==> config.mk <==
export PLATFORM = sky130hd
export DESIGN_NAME = imm_extend_pipe
export DESIGN_NICKNAME = d
export VERILOG_FILES = /design/src/rtl/imm_extend_pipe.sv
export SDC_FILE = /design/constraint.sdc
export NUM_CORES = 1
export LEC_CHECK = 0
export CORE_ASPECT_RATIO = 0.6
export CORE_MARGIN = 2
export CORE_UTILIZATION = 40
export CTS_BUF_LIST = sky130_fd_sc_hd__clkbuf_4
export DETAILED_ROUTE_END_ITERATION = 7
export MAX_ROUTING_LAYER = met4
export PLACE_DENSITY = 0.72
export SKIP_LAST_GASP = 1
export SLEW_MARGIN = 20
export SYNTH_ARGS = -nofsm -noshare
export SYNTH_HDL_FRONTEND = slang
export SYNTH_SLANG_ARGS = --single-unit
export TNS_END_PERCENT = 30
==> constraint.sdc <==
create_clock -name clk -period 3 [get_ports clk]
set_clock_uncertainty 0.15 [all_clocks]
set_input_delay 0.6 -clock clk [delete_from_list [all_inputs] [get_ports clk]]
set_output_delay 0.6 -clock clk [all_outputs]
set_load 0.02 [all_outputs]
==> src/rtl/imm_extend_pipe.sv <==
// imm_extend_pipe: two-stage valid/ready immediate extender with SEXT, ZEXT, LUI and BOFF modes.
module imm_extend_pipe #(
   parameter int IN_W     = 16,
   parameter int OUT_W    = 32,
   parameter int BR_SHIFT = 2
) (
   input  logic             clk,
   input  logic             rst_n,
   input  logic             in_valid,
   output logic             in_ready,
   input  logic [1:0]       in_mode,
   input  logic [IN_W-1:0]  in_S,
   output logic             out_valid,
   input  logic             out_ready,
   output logic [OUT_W-1:0] out_S,
   output logic             out_neg
);
   logic             v1, v2, adv1, adv2;
   logic [IN_W-1:0]  s1;
   logic [1:0]       m1;
   logic [OUT_W-1:0] zx, sx, res;
   assign adv2      = !v2 || out_ready;
   assign adv1      = !v1 || adv2;
   assign in_ready  = adv1;
   assign out_valid = v2;
   assign out_neg   = out_S[OUT_W-1];
   // size casts widen without zero-width replications when OUT_W == IN_W
   assign zx = OUT_W'(s1);
   assign sx = OUT_W'($signed(s1));
   always_comb
      res = (m1 == 2'd0) ? sx :
            (m1 == 2'd1) ? zx :
            (m1 == 2'd2) ? zx << (OUT_W - IN_W) :
                           sx << BR_SHIFT;
   always_ff @(posedge clk or negedge rst_n)
      if (!rst_n) begin
         v1    <= 1'b0;
         v2    <= 1'b0;
         s1    <= '0;
         m1    <= '0;
         out_S <= '0;
      end else begin
         if (adv2) begin
            v2    <= v1;
            out_S <= res;
         end
         if (adv1) begin
            v1 <= in_valid;
            if (in_valid) begin
               s1 <= in_S;
               m1 <= in_mode;
            end
         end
      end
endmodule

# ---- Yosys cells after proc, flatten, opt, wreduce, memory -nomap -nowiden
# Index checks and enable logic that the tools add are counted.
dict set report totals {
  output_inout_bits 35
  register_bits 52
  in_bits 22
}
dict set report op_classes {
  n_reduce_logical 6
  muxes 3
  eq_ne 2
}
# cell count
set ops {}
lappend ops {{$mux 32} 2}
lappend ops {{$mux 31} 1}
lappend ops {{$eq 2x1->1 const B} 1}
lappend ops {{$eq 2x2->1 const B} 1}
lappend ops {{$logic_not 1->1} 2}
lappend ops {{$logic_not 2->1} 1}
lappend ops {{$logic_or 1x1->1} 2}
lappend ops {{$reduce_and 2->1} 1}

# ---- Longest topological paths before layout
# Gate-level depths: netlist of the first run.
dict set report depth {
  depth_word 4
  depth_mapped 5
  depth_no_buf 3
}

# ---- Worst setup path before layout of the first run
# No wires, ideal clock.
dict set report synth_path {
  path_type {input port to flip-flop}
  from {in out_ready}
  to {reg s1[10]}
  cell_stages 4
  required_time_ps 2725
  setup_ps 125
  slack_ps 1315
  arrival_time_ps 1409
  path_cell_list {nand3b_4 nand2_4 buf_8 mux2_4}
}
dict set report synth_between {
  elab_chain_cells 3
}
# element line
set synth_lines {}
lappend synth_lines {{start, declared} 14} ;# input logic out_ready,
lappend synth_lines {{$logic_or 1x1->1} 22} ;# assign adv2 = !v2 || out_ready;
lappend synth_lines {{$logic_or 1x1->1} 23} ;# assign adv1 = !v1 || adv2;
lappend synth_lines {{$reduce_and 2->1 (no line)} n/a}
lappend synth_lines {{end signal, assigned} 50} ;# s1 <= in_S;
lappend synth_lines {{end, declared} 19} ;# logic [IN_W-1:0] s1;
# Every way passes these cells.
# A chain may end at the register's enable or synchronous reset.

# ---- Worst setup path in the final report of the first run
dict set report layout_path {
  from {in out_ready}
  to {out in_ready}
}
dict set report layout_between {
  elab_chain_cells 2
}
# element line
set layout_lines {}
lappend layout_lines {{$logic_or 1x1->1} 22}
lappend layout_lines {{$logic_or 1x1->1} 23}
lappend layout_lines {{end, declared} 10} ;# output logic in_ready,
# Every way passes these cells.

==> metrics.txt, run 1 <==
status=complete, no violations; Mapped Nets=approximately 230; Rel. slew slack=0.568; Tot GR Track Use=0.176; fmax=approximately 390 MHz; Synth Flop Type=dfrtp_1; hold buffer count at cts=0; internal power=around 0.0013 W; Place WS=roughly 0.4 ns; Reg power frac=0.494; max cap viols=0; GRT Residual Overflow=0; total clock buffers created by CTS=5; DP Area=~0.003 mm²; unrepaired setup endpoints after global routing=no; crit path launch type=input port; clk_lat worst skew=approximately 0.37 ns; filler instances=about 520; met3 usage=0.0408; Unique masters post-synth=29; Final min period=approximately 2.6 ns; Die W=a little over 100 µm; CP max FO=3; global-route wire length before repair=a little under 9000 µm; part of the power in combinational logic=0.342; starting density of the core=0.422; final worst slack=about 0.42 ns; Synth area leader=dfrtp_1; P_sw=about 0.00067 W; met1 GRT Util=0.256; setup bufs post-CTS=0; nets@finish=282; clock network power share=0.164; DRT antenna net count=0; required time of the critical path=between 2 and 2.5 ns; Post-synth EDFFs=0; register area share after synthesis=0.544; final slew viol count=0; FF+latch count, synth=52; CTS Root Cell=clkbuf_4; placed wire-length estimate=around 3800 µm; crit share post-route=0.861; Hold Slack=0.171 ns; area of the multi-input gates=slightly below 0.001 mm²; largest net degree at the start of global routing=53; Critical Setup Path Class=input port to output port; Ys Warns=0; clock sink count=52; CP Capture Type=output port; mean area per synthesized cell=roughly 11 µm²; WL/cell=~16 µm; Async SR Flop Fraction=1.00; setup TNS=0 ns; full die area=approximately 0.0066 mm²; Core Rows=21; Ports=57; htree depth=2; # diodes=0; top-area cell type share of the netlist area=0.544; Top Usage Layer GRT=met1; Post-CTS Resized=0; P_leak=around 1.3 nW; Synth area leaders=dfrtp_1 (54%), nor2_1 (6.6%), a221oi_2 (6.3%); vias=roughly 1700; DRT Wirelength=~5400 µm; Register Area=~0.0013 mm²; Final Instance Area=around 0.0030 mm²; GR Util met2=0.248; worst endpoint data arrival time=approximately 1.8 ns; Worst-Margin Slew=0.647 ns; sw frac=0.345; Power, Total=around 0.002 W; GPL Wtd Cong=0.805; number of antenna violations at the first check in global routing=0; Clock transition at path regs=approximately 0.14 ns; area delta synth->final=25.9%; mean number of vias per cell=just over 5; pwr dens=about 650 mW/mm²; drt pass-1 iters=4; Die Y-Extent=roughly 64 µm; Cell Area, Synth=approximately 0.0024 mm²; Peak VDD IR=about 0.00027 V; remaining routing DRC violations=0; core area=~0.0057 mm²; clk buf depth=2; hold crit path type=input port to asynchronous set/reset pin; Syn Inst Count=209; final-report hold violation count=0; I/O Buffers=56; layout cells sized above 1=0.176; Final setup viols=0; Starting DRT DRC Count=between 90 and 100; CTS tree=yes; number of global-route vias before repair=~1700
[metal layers]
layer	vias to the layer above	share of wire
li1	824	-
met1	839	0.48
met2	61	0.43
met3	8	0.077
met4	0	0.0099
met5	-	0
[path summary, 6_finish.rpt]
path	startpoint	endpoint	slack, ns	depth (start not counted)
max	out_ready	in_ready	0.42	3
min	rst_n	out_S[15]	0.17	2
max reg2reg	m1[1]	out_S[25]	0.93	3
min reg2reg	out_S[1]	out_S[1]	0.34	2
max in group asynchronous	rst_n	out_S[8]	2.09	2
min in group clk	out_S[1]	out_S[1]	0.34	2
[registers in the layout, summed over array words and instances, names as in the netlist]
| register | flops |
|---|---|
| s1 | 16 |
| out_valid | 1 |
| out_S | 32 |
| v1 | 1 |
| m1 | 2 |
[cell families after synthesis]
group                  count (synthesis)  share of synthesized area
AO/OA/AOI/OAI                         48                      0.151
buffers and inverters                 17                     0.0507
flip-flops                            52                      0.544
multiplexers                          18                      0.100
AND/OR/NAND/NOR                       74                      0.154
[cells in the mapped netlist (2+ instances only)]
cell type	instances
o21ai_0	17
nand3_1	2
mux2_2	8
a221oi_1	4
nand2b_1	3
a21oi_1	14
mux2_4	10
nor2b_1	15
buf_6	4
buf_4	3
a221oi_2	10
dfrtp_1	52
nand2_1	6
buf_2	4
clkbuf_1	2
nor2_1	42
[power by group through the flow]
stage / Combinational [W] / Sequential [W] / Clock, W
finish: 0.000666 / 0.000964 / 0.000320
global placement: 0.000659 / 0.000976 / 0
detailed placement: 0.000671 / 0.000979 / 0
floorplan: 0.000295 / 0.00105 / 0
CTS: 0.000673 / 0.000965 / 0.000332
global route: 0.000717 / 0.000987 / 0.000362
[layout make-up]
cell class	instances	area share
Clock inverter	1	0.00125
Sequential cell	52	0.432
Tap cell	80	0.0332
Multi-Input combinational cell	140	0.322
Inverter	2	0.00249
Clock buffer	7	0.0174
Timing Repair Buffer	59	0.192
[metrics by stage]
stage | std cells | util
2_1_floorplan | 209 | -
3_3_place_gp | 333 | 0.521
3_5_place_dp | 333 | 0.521
4_1_cts | 341 | 0.531
5_1_grt | 341 | 0.531
6_report | 341 | 0.531
[worst max-delay path, stage by stage]
cell             delay, ns
clkdlybuf4s50_1       0.48
nand3b_4              0.15
clkdlybuf4s50_1       0.60
[cells in the final DEF (no fill, tap or decap)]
| master | count |
|---|---|
| clkdlybuf4s50_1 | 55 |
| dfrtp_1 | 52 |
| nor2_1 | 42 |
| o21ai_0 | 17 |
| nor2b_1 | 15 |
| a21oi_1 | 14 |
| a221oi_2 | 10 |
| mux2_4 | 10 |
| mux2_2 | 8 |
| clkbuf_4 | 7 |
| nand2_1 | 6 |
| a221oi_1 | 4 |
| nand2b_1 | 3 |
| buf_4 | 3 |
| nand3_1 | 2 |
| nand3b_4 | 1 |
| and2_1 | 1 |
| o21ai_1 | 1 |
| inv_2 | 1 |
| nor2b_2 | 1 |
| and2b_4 | 1 |
| a21oi_2 | 1 |
| a211oi_1 | 1 |
| and2_4 | 1 |
| nand2_4 | 1 |
| inv_1 | 1 |
| clkinv_1 | 1 |
| buf_2 | 1 |
No activity file was read; power rests on OpenSTA's default activity.
==> run 2: changes to the inputs <==
--- a/config.mk
+++ b/config.mk
@@ -13,7 +13,6 @@
 export MAX_ROUTING_LAYER = met4
 export PLACE_DENSITY = 0.72
 export SKIP_LAST_GASP = 1
-export SLEW_MARGIN = 20
 export SYNTH_ARGS = -nofsm -noshare
 export SYNTH_HDL_FRONTEND = slang
 export SYNTH_SLANG_ARGS = --single-unit
==> results of run 2 <==
Same layout as run 1: the final DEF is identical, and so are final timing and power.
